==> config.mk <==
export PLATFORM = sky130hd
export DESIGN_NAME = charge_display_flat
export DESIGN_NICKNAME = d
export VERILOG_FILES = /design/src/rtl/charge_display_if.sv /design/src/rtl/charge_display.sv /design/src/flat_wrapper.sv
export SDC_FILE = /design/constraint.sdc
export NUM_CORES = 1
export LEC_CHECK = 0
export ABC_CLOCK_PERIOD_IN_PS = 3800
export CORE_MARGIN = 3
export CORE_UTILIZATION = 36
export CTS_CLUSTER_SIZE = 28
export DETAILED_ROUTE_END_ITERATION = 6
export PLACE_DENSITY_LB_ADDON = 0.08
export SETUP_SLACK_MARGIN = 0.3
export SLEW_MARGIN = 10
export SYNTH_ARGS = -nofsm -noshare
export SYNTH_HDL_FRONTEND = slang
export SYNTH_SLANG_ARGS = --single-unit
==> constraint.sdc <==
create_clock -name clk -period 3.8 [get_ports clk]
set_clock_uncertainty 0.15 [all_clocks]
set_input_delay 0.76 -clock clk [delete_from_list [all_inputs] [get_ports clk]]
set_output_delay 0.76 -clock clk [all_outputs]
set_load 0.03 [all_outputs]
==> src/rtl/charge_display_if.sv <==
// Charge/display bus between the charging controller side and charge_display.
interface charge_display_if;
    localparam int unsigned CHG_W   = 4;
    localparam int unsigned SEG_W   = 8;
    localparam int unsigned TOTAL_W = 12;
    localparam int unsigned LAST_W  = 8;

    logic               fin;
    logic [CHG_W-1:0]   charge;
    logic               clear;
    logic [SEG_W-1:0]   show;
    logic [SEG_W-1:0]   en;
    logic [TOTAL_W-1:0] total;
    logic [LAST_W-1:0]  last;
    logic               busy;
    logic               ovf;

    modport master (
        output fin, charge, clear,
        input  show, en, total, last, busy, ovf
    );

    modport slave (
        input  fin, charge, clear,
        output show, en, total, last, busy, ovf
    );
endinterface

==> src/rtl/charge_display.sv <==
// charge_display: accumulates completed call charges into a 3-digit BCD total
// and scans total/last charge onto an 8-digit active-low seven-segment display.
// Optional feature macro: CHARGE_DISPLAY_LZB_EN (leading-zero blanking).
module charge_display #(
    parameter int unsigned SCAN_DIV = 10000
) (
    input  logic      clk,
    input  logic      reset,
    charge_display_if.slave bus
);
    localparam int unsigned CNT_W   = 16;
    localparam int unsigned IDX_W   = 3;
    localparam int unsigned DIG_W   = 4;
    localparam int unsigned SEG_W   = 8;
    localparam int unsigned TOTAL_W = 12;
    localparam int unsigned LAST_W  = 8;

`ifdef CHARGE_DISPLAY_LZB_EN
    localparam bit LZB = 1'b1;
`else
    localparam bit LZB = 1'b0;
`endif

    typedef enum logic [1:0] {
        S_IDLE  = 2'd0,
        S_ADD_U = 2'd1,
        S_ADD_T = 2'd2,
        S_ADD_H = 2'd3
    } state_t;

    // Binary 0..15 to two BCD digits {tens, ones}.
    function automatic logic [LAST_W-1:0] to_bcd2(input logic [DIG_W-1:0] v);
        if (v > 4'd9) begin
            to_bcd2 = {4'd1, 4'(v - 4'd10)};
        end else begin
            to_bcd2 = {4'd0, v};
        end
    endfunction

    // Active-low segment code, dp off; non-decimal codes go dark.
    function automatic logic [SEG_W-1:0] seg7(input logic [DIG_W-1:0] d);
        case (d)
            4'd0:    seg7 = 8'hC0;
            4'd1:    seg7 = 8'hF9;
            4'd2:    seg7 = 8'hA4;
            4'd3:    seg7 = 8'hB0;
            4'd4:    seg7 = 8'h99;
            4'd5:    seg7 = 8'h92;
            4'd6:    seg7 = 8'h82;
            4'd7:    seg7 = 8'hF8;
            4'd8:    seg7 = 8'h80;
            4'd9:    seg7 = 8'h90;
            default: seg7 = 8'hFF;
        endcase
    endfunction

    state_t               state_q, state_d;
    logic                 fin_d_q;
    logic [DIG_W-1:0]     op_u_q, op_u_d, op_t_q, op_t_d;
    logic [DIG_W-1:0]     sh_u_q, sh_u_d, sh_t_q, sh_t_d, sh_h_q, sh_h_d;
    logic                 carry_q, carry_d;
    logic [TOTAL_W-1:0]   total_q, total_d;
    logic [LAST_W-1:0]    last_q, last_d;
    logic                 ovf_q, ovf_d;
    logic                 busy_q, busy_d;
    logic                 pend_q, pend_d;
    logic [DIG_W-1:0]     pend_chg_q, pend_chg_d;

    logic [CNT_W-1:0]     cnt_q, cnt_d;
    logic [IDX_W-1:0]     idx_q, idx_d;
    logic [SEG_W-1:0]     show_q, show_d;
    logic [SEG_W-1:0]     en_q, en_d;

    logic                 detect_c;
    logic                 start_c;
    logic                 start_pend_c;
    logic [DIG_W-1:0]     start_val_c;
    logic [LAST_W-1:0]    start_bcd_c;
    logic [DIG_W:0]       sum_u_c, sum_t_c, sum_h_c;
    logic                 sat_c;
    logic [TOTAL_W-1:0]   commit_c;

    assign detect_c    = bus.fin & ~fin_d_q;
    assign start_bcd_c = to_bcd2(start_val_c);

    // Decimal adder stages and the value committed at the end of ADD_H.
    assign sum_u_c  = 5'(sh_u_q) + 5'(op_u_q);
    assign sum_t_c  = 5'(sh_t_q) + 5'(op_t_q) + 5'(carry_q);
    assign sum_h_c  = 5'(sh_h_q) + 5'(carry_q);
    assign sat_c    = (sum_h_c > 5'd9);
    assign commit_c = sat_c ? 12'h999 : {sum_h_c[DIG_W-1:0], sh_t_q, sh_u_q};

    // FSM state register.
    always_ff @(posedge clk) begin
        if (reset) begin
            state_q <= S_IDLE;
        end else begin
            state_q <= state_d;
        end
    end

    // Next-state logic; a pending charge is preferred over a fresh detect in ADD_H.
    always_comb begin
        state_d      = state_q;
        start_c      = 1'b0;
        start_pend_c = 1'b0;
        start_val_c  = bus.charge;
        case (state_q)
            S_IDLE: begin
                if (detect_c) begin
                    state_d = S_ADD_U;
                    start_c = 1'b1;
                end else if (pend_q) begin
                    state_d      = S_ADD_U;
                    start_c      = 1'b1;
                    start_pend_c = 1'b1;
                    start_val_c  = pend_chg_q;
                end
            end
            S_ADD_U: state_d = S_ADD_T;
            S_ADD_T: state_d = S_ADD_H;
            S_ADD_H: begin
                if (pend_q) begin
                    state_d      = S_ADD_U;
                    start_c      = 1'b1;
                    start_pend_c = 1'b1;
                    start_val_c  = pend_chg_q;
                end else if (detect_c) begin
                    state_d = S_ADD_U;
                    start_c = 1'b1;
                end else begin
                    state_d = S_IDLE;
                end
            end
            default: state_d = S_IDLE;
        endcase
        if (bus.clear) begin
            state_d      = S_IDLE;
            start_c      = 1'b0;
            start_pend_c = 1'b0;
        end
    end

    // Datapath next values: capture, per-digit add, commit, pending slot, clear.
    always_comb begin
        op_u_d     = op_u_q;
        op_t_d     = op_t_q;
        sh_u_d     = sh_u_q;
        sh_t_d     = sh_t_q;
        sh_h_d     = sh_h_q;
        carry_d    = carry_q;
        total_d    = total_q;
        last_d     = last_q;
        ovf_d      = ovf_q;
        pend_d     = pend_q;
        pend_chg_d = pend_chg_q;
        busy_d     = (state_d != S_IDLE);

        case (state_q)
            S_ADD_U: begin
                if (sum_u_c > 5'd9) begin
                    sh_u_d  = 4'(sum_u_c - 5'd10);
                    carry_d = 1'b1;
                end else begin
                    sh_u_d  = sum_u_c[DIG_W-1:0];
                    carry_d = 1'b0;
                end
            end
            S_ADD_T: begin
                if (sum_t_c > 5'd9) begin
                    sh_t_d  = 4'(sum_t_c - 5'd10);
                    carry_d = 1'b1;
                end else begin
                    sh_t_d  = sum_t_c[DIG_W-1:0];
                    carry_d = 1'b0;
                end
            end
            S_ADD_H: begin
                total_d = commit_c;
                ovf_d   = ovf_q | sat_c;
            end
            default: ;
        endcase

        // Busy-time detect fills the one-deep slot; ADD_H starts a fresh detect directly.
        if (detect_c && !pend_q && (state_q == S_ADD_U || state_q == S_ADD_T)) begin
            pend_d     = 1'b1;
            pend_chg_d = bus.charge;
        end

        if (start_c) begin
            last_d  = start_bcd_c;
            op_t_d  = start_bcd_c[7:4];
            op_u_d  = start_bcd_c[3:0];
            carry_d = 1'b0;
            {sh_h_d, sh_t_d, sh_u_d} = (state_q == S_ADD_H) ? commit_c : total_q;
            if (start_pend_c) begin
                pend_d = 1'b0;
            end
        end

        if (bus.clear) begin
            op_u_d     = '0;
            op_t_d     = '0;
            sh_u_d     = '0;
            sh_t_d     = '0;
            sh_h_d     = '0;
            carry_d    = 1'b0;
            total_d    = '0;
            last_d     = '0;
            ovf_d      = 1'b0;
            pend_d     = 1'b0;
            pend_chg_d = '0;
        end
    end

    // Datapath registers.
    always_ff @(posedge clk) begin
        if (reset) begin
            fin_d_q    <= 1'b0;
            op_u_q     <= '0;
            op_t_q     <= '0;
            sh_u_q     <= '0;
            sh_t_q     <= '0;
            sh_h_q     <= '0;
            carry_q    <= 1'b0;
            total_q    <= '0;
            last_q     <= '0;
            ovf_q      <= 1'b0;
            busy_q     <= 1'b0;
            pend_q     <= 1'b0;
            pend_chg_q <= '0;
        end else begin
            fin_d_q    <= bus.fin;
            op_u_q     <= op_u_d;
            op_t_q     <= op_t_d;
            sh_u_q     <= sh_u_d;
            sh_t_q     <= sh_t_d;
            sh_h_q     <= sh_h_d;
            carry_q    <= carry_d;
            total_q    <= total_d;
            last_q     <= last_d;
            ovf_q      <= ovf_d;
            busy_q     <= busy_d;
            pend_q     <= pend_d;
            pend_chg_q <= pend_chg_d;
        end
    end

    // Scan prescaler, digit selection and segment/enable encoding.
    always_comb begin
        logic [DIG_W-1:0] digit;
        logic             blank;
        logic             off;
        digit = '0;
        blank = 1'b0;
        off   = 1'b0;
        case (idx_q)
            3'd0: digit = total_q[3:0];
            3'd1: begin
                digit = total_q[7:4];
                blank = LZB && (total_q[11:8] == 4'd0) && (total_q[7:4] == 4'd0);
            end
            3'd2: begin
                digit = total_q[11:8];
                blank = LZB && (total_q[11:8] == 4'd0);
            end
            3'd4: digit = last_q[3:0];
            3'd5: begin
                digit = last_q[7:4];
                blank = LZB && (last_q[7:4] == 4'd0);
            end
            default: off = 1'b1;
        endcase
        en_d   = off ? 8'hFF : ~(8'h01 << idx_q);
        show_d = (off || blank) ? 8'hFF : seg7(digit);
        if (cnt_q == CNT_W'(SCAN_DIV - 1)) begin
            cnt_d = '0;
            idx_d = idx_q + 3'd1;
        end else begin
            cnt_d = cnt_q + 16'd1;
            idx_d = idx_q;
        end
    end

    // Display registers.
    always_ff @(posedge clk) begin
        if (reset) begin
            cnt_q  <= '0;
            idx_q  <= '0;
            show_q <= 8'hFF;
            en_q   <= 8'hFF;
        end else begin
            cnt_q  <= cnt_d;
            idx_q  <= idx_d;
            show_q <= show_d;
            en_q   <= en_d;
        end
    end

    assign bus.show  = show_q;
    assign bus.en    = en_q;
    assign bus.total = total_q;
    assign bus.last  = last_q;
    assign bus.busy  = busy_q;
    assign bus.ovf   = ovf_q;

endmodule

==> src/flat_wrapper.sv <==
// flat-port wrapper written by rule: the top's interface ports become plain ports
module charge_display_flat 
#(
    parameter int unsigned SCAN_DIV = 10000
)
  (clk, reset, bus_fin, bus_charge, bus_clear, bus_show, bus_en, bus_total, bus_last, bus_busy, bus_ovf);
  charge_display_if bus_i ();
  input  logic clk;
  input  logic reset;
  input wire logic [$bits(bus_i.fin)-1:0] bus_fin;
  input wire logic [$bits(bus_i.charge)-1:0] bus_charge;
  input wire logic [$bits(bus_i.clear)-1:0] bus_clear;
  output wire logic [$bits(bus_i.show)-1:0] bus_show;
  output wire logic [$bits(bus_i.en)-1:0] bus_en;
  output wire logic [$bits(bus_i.total)-1:0] bus_total;
  output wire logic [$bits(bus_i.last)-1:0] bus_last;
  output wire logic [$bits(bus_i.busy)-1:0] bus_busy;
  output wire logic [$bits(bus_i.ovf)-1:0] bus_ovf;
  assign bus_i.fin = bus_fin;
  assign bus_i.charge = bus_charge;
  assign bus_i.clear = bus_clear;
  assign bus_show = bus_i.show;
  assign bus_en = bus_i.en;
  assign bus_total = bus_i.total;
  assign bus_last = bus_i.last;
  assign bus_busy = bus_i.busy;
  assign bus_ovf = bus_i.ovf;
  charge_display #(.SCAN_DIV(SCAN_DIV)) u_core (.clk(clk), .reset(reset), .bus(bus_i));
endmodule
==> results.sh, run 1 <==
export IMPL_dp_hpwl_mm=7.66
export IMPL_core_rowCount=38
export IMPL_place_inst=623
export IMPL_numCtsBuffers=9
export IMPL_dr_max_layer_used="met4"
export IMPL_yosysTopAreaCell="dfxtp_1"
export IMPL_drt_iter0_drc=190
export IMPL_ioPinCount=46
export IMPL_cp_cell_sequence="fa_1 -> ha_1 -> xnor2_1 -> ha_1 -> or2b_2 -> and3_4 -> a211oi_4 -> nor3_1 -> o32a_1"
export IMPL_worstSetupStartpointType="register"
export IMPL_yosysWarningCount=0
export IMPL_syn_area_sq_um=4030
export IMPL_seq_area_sq_um=1480
export IMPL_cts_hold_buf=0
export IMPL_wire_per_inst_um=16.1
export IMPL_slowest_stage="fa_1"
export IMPL_num_vias=3381
export IMPL_grt_max_degree=30
export IMPL_routed_wl_mm=10.3
export IMPL_post_cts_setup_buffers=0
export IMPL_cpPeakStageDelay_ns=0.48
export IMPL_grt_pass1_wl_mm=17.1
export IMPL_fmax_mhz=327
export IMPL_critPathArrivalTime_ns=3.14
export IMPL_yosysMostFrequentCell="dfxtp_1"
export IMPL_clock_path_buffers=2
export IMPL_gp_congestion=0.817
export IMPL_grt_overflow=0
export IMPL_cts_tree="yes"
export IMPL_synth_seq_cells=74
export IMPL_cts_sinks=74
export IMPL_final_net_count=531
export IMPL_worstMarginPinSlew_ns=0.972
export IMPL_n_antenna_cell=0
export IMPL_fin_crit_sh=0.804
export IMPL_setup_viol=0
export IMPL_synth_edf_count=0
export IMPL_cap_viol_max_count=0
export IMPL_synth_flop_cell="dfxtp_1"
export IMPL_met1_length_mm=5.12
export IMPL_nFillCells=1094
export IMPL_die_w_um=112
export IMPL_route_met3_wl_um=316
export IMPL_p_leak_nw=1.80
export IMPL_antenna_found_initial=0
export IMPL_initial_core_util=0.370
export IMPL_clock_latency_ns=0.35
export IMPL_synth_area_leaders="dfxtp_1 (37%), ha_1 (8.4%), nor2_1 (5.3%)"
export IMPL_core_area_sq_um=10900
export IMPL_finalNonFillerCells=638
export IMPL_crit_type="reg2reg"
export IMPL_period_needed_ns=3.05
export IMPL_portBuffers=41
export IMPL_rsz0062_at_grt="no"
export IMPL_vias_per_cell=5.30
export IMPL_syn_instance_count=458
export IMPL_cts_resized_gates=0
export IMPL_holdWs_ns=0.308
export IMPL_async_flop_share=0
export IMPL_setup_tns_ns=0
export IMPL_worst_path_dominant_cell_family="adder cells"
export IMPL_ir_drop_mv=0.200
export IMPL_critPathBufInv=0
export IMPL_first_pass_iters=5
export IMPL_clockRootBuffer="clkbuf_8"
export IMPL_synth_cell_types=71
export IMPL_crit_path_frequent_cell="ha_1"
export IMPL_cellPowerDensity_nw_per_um2=356
export IMPL_synth_commonest_cells="dfxtp_1 (74), nor2_1 (57), nand2_1 (28), ha_1 (27), inv_1 (22)"
export IMPL_ys_seq_area_frac=0.367
export IMPL_crit_fanout=6
export IMPL_ant_nets=0
export IMPL_status="completed"
export IMPL_postSynthAreaPerCell_sq_um=8.80
export IMPL_grt_usage=0.169
export IMPL_htree_levels=3
export IMPL_yosysTopAreaCellShare=0.367
export IMPL_worst_hold_path_type="reg2reg"
export IMPL_finalHoldViolCount=0
export IMPL_slew_headroom=0.352
export IMPL_drc_errors=0
export IMPL_multi_input_area_sq_um=2350
export IMPL_clk_pin_slew_ns=0.08
export IMPL_areaGrowthSynthToFinish_pct=18.6
export IMPL_crit_required_ns=3.89
export IMPL_dieArea_sq_um=12500
export IMPL_crit_path_end_kind="register"
export IMPL_drive_above_1_share=0.0884
export IMPL_grt_pass1_vias=3337
export IMPL_die_y_um=112
export IMPL_wl_met2_mm=4.73
export IMPL_drv_slew=0
## where the power goes
group,internal [mW],leakage (nW),switching (mW)
registers,0.789,0.601,0.0118
logic,0.0604,1.08,0.0965
clock network,0.436,0.116,0.308
## layer usage
metal  vias to the layer above  GRT usage
met4                         0     0.0487
met1                      1613      0.239
met2                        62      0.268
met5                         -          0
met3                         8     0.0250
li1                       1698          -
## state kept, by name, summed over array words and instances (netlist names), 2 cells and up
register           cells
u_core.bus.total      12
u_core.sh_u_q          4
u_core.bus.en          8
u_core.idx_q           3
u_core.sh_h_q          4
u_core.op_u_q          3
u_core.bus.show        7
u_core.state_q         2
u_core.sh_t_q          4
u_core.pend_chg_q      4
u_core.cnt_q          16
## placed cells by master (no fill, tap or decap), drive strengths merged, types with 3 or more instances in the layout
| cell type | instances |
|---|---|
| a211oi | 6 |
| a21o | 4 |
| a21oi | 20 |
| a221oi | 4 |
| a222oi | 4 |
| a22oi | 7 |
| a311oi | 3 |
| a31oi | 4 |
| and3 | 8 |
| buf | 5 |
| bufinv | 3 |
| clkbuf | 9 |
| clkdlybuf4s50 | 41 |
| conb | 4 |
| dfxtp | 74 |
| ha | 27 |
| inv | 23 |
| mux2 | 3 |
| mux2i | 10 |
| nand2 | 28 |
| nand2b | 14 |
| nand3 | 16 |
| nand4 | 5 |
| nor2 | 57 |
| nor2b | 10 |
| nor3 | 6 |
| nor3b | 4 |
| o211ai | 3 |
| o21a | 4 |
| o21ai | 14 |
| o221ai | 4 |
| o31a | 3 |
| or2 | 9 |
| or3 | 3 |
| xnor2 | 11 |
| xor2 | 9 |
## worst reg2reg max path, delay by kind of cell, from the launching register on
family / cells / cell delay (ns)
flip-flops: 1 / 0.37
adder cells (fa/ha/maj): 3 / 1.01
AO/OA/AOI/OAI: 2 / 0.57
XOR/XNOR: 1 / 0.22
AND/OR/NAND/NOR: 3 / 0.62
## final timing paths
path / to / slack [ns] / from / cells after the start
max: u_core.sh_t_q[2] / 0.75 / u_core.op_t_q[0] / 9
min: u_core.cnt_q[0] / 0.31 / u_core.cnt_q[0] / 1
max reg2reg: u_core.sh_t_q[2] / 0.75 / u_core.op_t_q[0] / 9
min reg2reg: u_core.cnt_q[0] / 0.31 / u_core.cnt_q[0] / 1
## area by class of cell
cell class / count / share of cell area
clock buffers: 9 / 0.0259
multi-input cells: 341 / 0.493
flip-flops and latches: 74 / 0.310
inverters: 22 / 0.0173
well taps: 140 / 0.0366
clock inverters: 6 / 0.0241
repair buffers: 46 / 0.0937
## cell families after synthesis
group | count (synthesis) | synth area share
buf+inv | 45 | 0.0506
fa+ha+maj | 29 | 0.0937
mux | 13 | 0.0332
simple gates | 173 | 0.224
other cells | 2 | 0.00186
flops | 74 | 0.367
compound gates | 102 | 0.186
xor+xnor | 20 | 0.0434
## per-stage QoR
step           area (sq um)  setup slack [ns]  utilization  power [mW]
6_report               4780             0.746        0.439        1.70
5_1_grt                4780             0.525        0.439        1.78
4_1_cts                4780             0.761        0.439        1.73
3_5_place_dp           4540             0.758        0.417       0.976
3_3_place_gp           4540             0.800        0.417       0.976
2_1_floorplan          4040             0.867            -       0.926
Note: power is estimated with default switching activity, not from simulation.
==> run 2: changes to the inputs <==
- ABC_CLOCK_PERIOD_IN_PS: 3800 -> 2750
- clock period: 3.8 -> 2.75 ns (I/O delays scaled with it)
==> results.sh, run 2 (synthesized netlist as in run 1, its figures left out) <==
export IMPL_die_y_um=112
export IMPL_grt_max_degree=30
export IMPL_num_vias=3496
export IMPL_clock_latency_ns=0.35
export IMPL_clk_pin_slew_ns=0.08
export IMPL_fin_util=0.465
export IMPL_core_area_sq_um=10900
export IMPL_layout_commonest_cell="dfxtp_1"
export IMPL_drv_slew=0
export IMPL_numCtsBuffers=9
export IMPL_cap_viol_max_count=0
export IMPL_rsz0062_at_grt="yes"
export IMPL_ioPinCount=46
export IMPL_layout_common_cells="dfxtp_1 (68), nor2_1 (57), clkdlybuf4s50_1 (41)"
export IMPL_grt_overflow=0
export IMPL_worstMarginPinSlew_ns=0.588
export IMPL_p_leak_nw=1.90
export IMPL_crit_fanout=3
export IMPL_final_net_count=556
export IMPL_clockRootBuffer="clkbuf_8"
export IMPL_crit_required_ns=2.86
export IMPL_finalHoldViolCount=0
export IMPL_largest_register_ffs=16
export IMPL_ant_nets=0
export IMPL_status="completed"
export IMPL_gp_congestion=0.848
export IMPL_initial_core_util=0.370
export IMPL_htree_levels=3
export IMPL_setup_viol=0
export IMPL_holdCritStartpoint="u_core.cnt_q[0]"
export IMPL_areaGrowthSynthToFinish_pct=25.6
export IMPL_seq_area_sq_um=1490
export IMPL_crit_type="reg2reg"
export IMPL_cts_sinks=74
export IMPL_ir_drop_mv=0.223
export IMPL_slew_headroom=0.607
export IMPL_n_antenna_cell=0
export IMPL_crit_reg2reg_launch="u_core.sh_t_q[0]"
export IMPL_cellPowerDensity_nw_per_um2=423
export IMPL_first_pass_iters=6
export IMPL_fmax_mhz=374
export IMPL_cts_hold_buf=0
export IMPL_drt_iter0_drc=152
export IMPL_critPathArrivalTime_ns=2.78
export IMPL_top_register="u_core.cnt_q"
export IMPL_setup_tns_ns=0
export IMPL_drive_above_1_share=0.179
export IMPL_grt_usage=0.168
export IMPL_grt_pass1_wl_mm=16.9
export IMPL_worst_hold_path_type="reg2reg"
export IMPL_portBuffers=41
export IMPL_die_w_um=112
export IMPL_startpoint="u_core.sh_t_q[0]"
export IMPL_drc_errors=0
export IMPL_fin_crit_sh=0.971
export IMPL_cts_tree="yes"
export IMPL_finalNonFillerCells=664
export IMPL_dp_hpwl_mm=7.68
export IMPL_worstSetupStartpointType="register"
export IMPL_crit_path_end_kind="register"
export IMPL_period_needed_ns=2.67
export IMPL_grt_pass1_vias=3313
export IMPL_place_inst=638
export IMPL_antenna_found_initial=0
export IMPL_routed_wl_mm=10.5
export IMPL_nFillCells=1100
export IMPL_vias_per_cell=5.27
export IMPL_dieArea_sq_um=12500
export IMPL_clock_path_buffers=2
export IMPL_multi_input_area_sq_um=2500
export IMPL_wire_per_inst_um=15.8
export IMPL_core_rowCount=38
==> run 2: cell count changes in the layout (fill, tap and decap cells not counted), moves of 3 or more <==
cell,previous run,this run
buf_4,5,30
bufinv_16,3,0
dfxtp_1,74,68
dfxtp_2,0,4
ha_1,27,20
ha_2,0,4
ha_4,0,3
==> run 2: final timing paths <==
check	to	slack (ns)	depth (start not counted)
hold / removal	u_core.cnt_q[0]	0.32	1
hold reg to reg	u_core.cnt_q[0]	0.32	1
setup / recovery	u_core.sh_t_q[1]	0.08	10
setup reg to reg	u_core.sh_t_q[1]	0.08	10
==> run 2: metal layers <==
layer	vias up	track usage	share of wire
met5	-	0	0
met4	0	0.0519	0.0087
met3	6	0.0315	0.053
met2	88	0.253	0.45
met1	1647	0.242	0.49
li1	1755	-	-
==> run 2: final cells by class <==
cell class                      instances  area share
Sequential cell                        74       0.295
Inverter                               22      0.0163
Tap cell                              140      0.0346
Clock inverter                          5     0.00766
Multi-Input combinational cell        341       0.493
Clock buffer                           11      0.0279
Timing Repair Buffer                   71       0.125
==> run 2: worst max-delay path: stages, from the launching register on <==
cell	delay, ns
dfxtp_2	0.34
fa_2	0.42
ha_4	0.20
xnor2_4	0.19
ha_4	0.15
or2b_4	0.27
and4bb_2	0.26
a211oi_4	0.23
buf_4	0.16
a221oi_2	0.05
a211oi_1	0.16
==> run 2: repair_timing <==
item,4_1_cts,5_1_grt
hold endpoints to repair,0,0
pin swaps,5,8
gates resized for setup,4,17
buffers inserted,6,4
endpoints found under the setup margin,6,14
==> run 2: stage by stage <==
stage | hold WS (ns) | area, sq um | setup WS (ns) | power, mW
6_report | 0.318 | 5060 | 0.0786 | 2.14
3_3_place_gp | 0.296 | 4710 | 0.0440 | 1.37
5_1_grt | 0.345 | 5060 | 0.0356 | 2.24
4_1_cts | 0.323 | 4950 | 0.0453 | 2.16
3_5_place_dp | 0.303 | 4710 | -0.0166 | 1.37
2_1_floorplan | 0.280 | 4100 | 0.129 | 1.28
==> run 2: power breakdown <==
group	internal [mW]	leakage (nW)	switching [mW]
registers	1.09	0.604	0.0153
logic	0.110	1.21	0.146
clock network	0.356	0.0861	0.425
==> run 3: changes to the inputs <==
- DONT_BUFFER_PORTS: not set -> 1
- SLEW_MARGIN: 10 -> not set
==> results.sh, run 3 (synthesized netlist as in run 1, its figures left out) <==
export IMPL_swShare=0.255
export IMPL_met1_length_mm=5.01
export IMPL_slew_headroom=0.568
export IMPL_r2r_slack_ns=0.11
export IMPL_seq_area_sq_um=1490
export IMPL_clk_pin_slew_ns=0.09
export IMPL_crit_fanout=3
export IMPL_die_w_um=112
export IMPL_htree_levels=3
export IMPL_grt_pass1_wl_mm=17.1
export IMPL_wl_met2_mm=4.56
export IMPL_r2r_cells=9
export IMPL_final_setup_worst_slack_ns=0.114
export IMPL_final_net_count=512
export IMPL_seqPwrFrac=0.479
export IMPL_p_leak_nw=1.79
export IMPL_cts_tree="yes"
export IMPL_r2r_end="u_core.sh_t_q[2]"
export IMPL_worst_hold_path_type="in2reg"
export IMPL_period_needed_ns=2.64
export IMPL_largest_register_ffs=16
export IMPL_routed_wl_mm=10.4
export IMPL_crit_reg2reg_launch="u_core.op_t_q[0]"
export IMPL_dieArea_sq_um=12500
export IMPL_die_y_um=112
export IMPL_crit_type="reg2reg"
export IMPL_setup_viol=0
export IMPL_ir_drop_mv=0.281
export IMPL_worstMarginPinSlew_ns=0.647
export IMPL_first_pass_iters=4
export IMPL_cts_hold_buf=0
export IMPL_crit_required_ns=2.85
export IMPL_layout_common_cells="dfxtp_1 (68), nor2_1 (57), nand2_1 (28)"
export IMPL_finalNonFillerCells=620
export IMPL_cts_sinks=74
export IMPL_top_register="u_core.cnt_q"
export IMPL_clock_latency_ns=0.36
export IMPL_worstSetupStartpointType="register"
export IMPL_dp_hpwl_mm=7.76
export IMPL_drv_slew=0
export IMPL_whs_path_depth=1
export IMPL_core_area_sq_um=10900
export IMPL_grt_overflow=0
export IMPL_layout_commonest_cell="dfxtp_1"
export IMPL_numCtsBuffers=9
export IMPL_clock_power_share=0.437
export IMPL_switchingPower_uw=595
export IMPL_whs_endpoint="u_core.idx_q[1]"
export IMPL_fmax_mhz=379
export IMPL_clockRootBuffer="clkbuf_8"
export IMPL_place_inst=599
export IMPL_internal_power_mw=1.74
export IMPL_portBuffers=0
export IMPL_status="completed"
export IMPL_fin_util=0.430
export IMPL_holdWs_ns=0.0898
export IMPL_grt_max_degree=31
export IMPL_grt_pass1_vias=3310
export IMPL_vias_per_cell=5.32
export IMPL_holdCritStartpoint="reset"
export IMPL_cellPowerDensity_nw_per_um2=499
export IMPL_ant_nets=0
export IMPL_finalHoldViolCount=0
export IMPL_nFillCells=1117
export IMPL_initial_core_util=0.370
export IMPL_drive_above_1_share=0.194
export IMPL_gp_congestion=0.881
export IMPL_critPathArrivalTime_ns=2.74
export IMPL_pre_cts_ws_ns=-0.0164
export IMPL_areaGrowthSynthToFinish_pct=16.0
export IMPL_drc_errors=0
export IMPL_n_antenna_cell=0
export IMPL_wire_per_inst_um=16.7
export IMPL_multi_input_area_sq_um=2480
export IMPL_clock_path_buffers=2
export IMPL_core_rowCount=38
export IMPL_num_vias=3298
export IMPL_rsz0062_at_grt="yes"
export IMPL_combPwrFrac=0.084
export IMPL_route_met3_wl_um=573
export IMPL_crit_path_end_kind="register"
export IMPL_drt_iter0_drc=194
export IMPL_ioPinCount=46
export IMPL_grt_usage=0.173
export IMPL_fin_crit_sh=0.959
export IMPL_antenna_found_initial=0
export IMPL_cap_viol_max_count=0
export IMPL_dr_max_layer_used="met4"
-- run 3: changes by cell type in the layout (fill, tap and decap cells not counted), moves of 2 or more --
cell,change
clkdlybuf4s50_1,-41
buf_4,-3
bufinv_16,+2
clkinvlp_4,-2
ha_1,+2
inv_6,+2
o21ai_2,+2
-- run 3: metrics by stage --
stage / setup TNS, ns / instance area, sq um / power [mW]
2_1_floorplan: 0 / 4100 / 1.28
5_1_grt: -0.0350 / 4680 / 2.45
3_5_place_dp: -0.0164 / 4320 / 1.33
3_3_place_gp: 0 / 4320 / 1.33
4_1_cts: 0 / 4620 / 2.37
6_report: 0 / 4680 / 2.34
-- run 3: how the worst max path moves through the flow --
stage,start,endpoint,slack (ns),cells past startpoint
6_report,u_core.op_t_q[0],u_core.sh_t_q[2],0.11,9
5_1_grt,u_core.op_t_q[0],u_core.sh_t_q[1],-0.03,10
4_1_cts,u_core.op_t_q[0],u_core.sh_t_q[2],0.05,9
3_5_place_dp,u_core.sh_t_q[0],u_core.sh_t_q[2],-0.02,9
3_3_place_gp,u_core.sh_t_q[0],u_core.sh_t_q[2],0.05,9
2_1_floorplan,u_core.op_t_q[0],u_core.sh_t_q[2],0.13,9
-- run 3: what timing repair did --
action                                  CTS  global route
buffers inserted                          4             1
endpoints found under the setup margin    7            25
gates resized for setup                   6            16
pin swaps                                 4             6
-- run 3: worst max-delay path, stage by stage, from the launching register on --
cell and delay, ns:
dfxtp_4 0.35, fa_2 0.41, ha_4 0.19, xnor2_4 0.14
ha_2 0.20, or2b_4 0.27, and4bb_2 0.26, a211oi_4 0.19
nor3_1 0.07, o32a_1 0.28
-- run 3: power groups by stage --
stage	Sequential, mW	Clock [mW]	Combinational, mW
after detailed placement	1.14	0	0.185
final	1.12	1.02	0.196
after floorplan	1.15	0	0.134
after global placement	1.14	0	0.183
after CTS	1.12	1.06	0.189
after global routing	1.12	1.11	0.220
-- run 3: cell type report --
cell class | count | area share
multi-input cells | 341 | 0.530
flip-flops and latches | 74 | 0.319
repair buffers | 27 | 0.0433
well taps | 140 | 0.0375
clock buffers | 10 | 0.0318
clock inverters | 6 | 0.0198
inverters | 22 | 0.0177
-- run 3: layer usage --
| metal | up-vias | global-route usage |
|---|---|---|
| met1 | 1552 | 0.232 |
| met5 | - | 0 |
| met2 | 73 | 0.264 |
| li1 | 1659 | - |
| met3 | 14 | 0.0467 |
| met4 | 0 | 0.0714 |
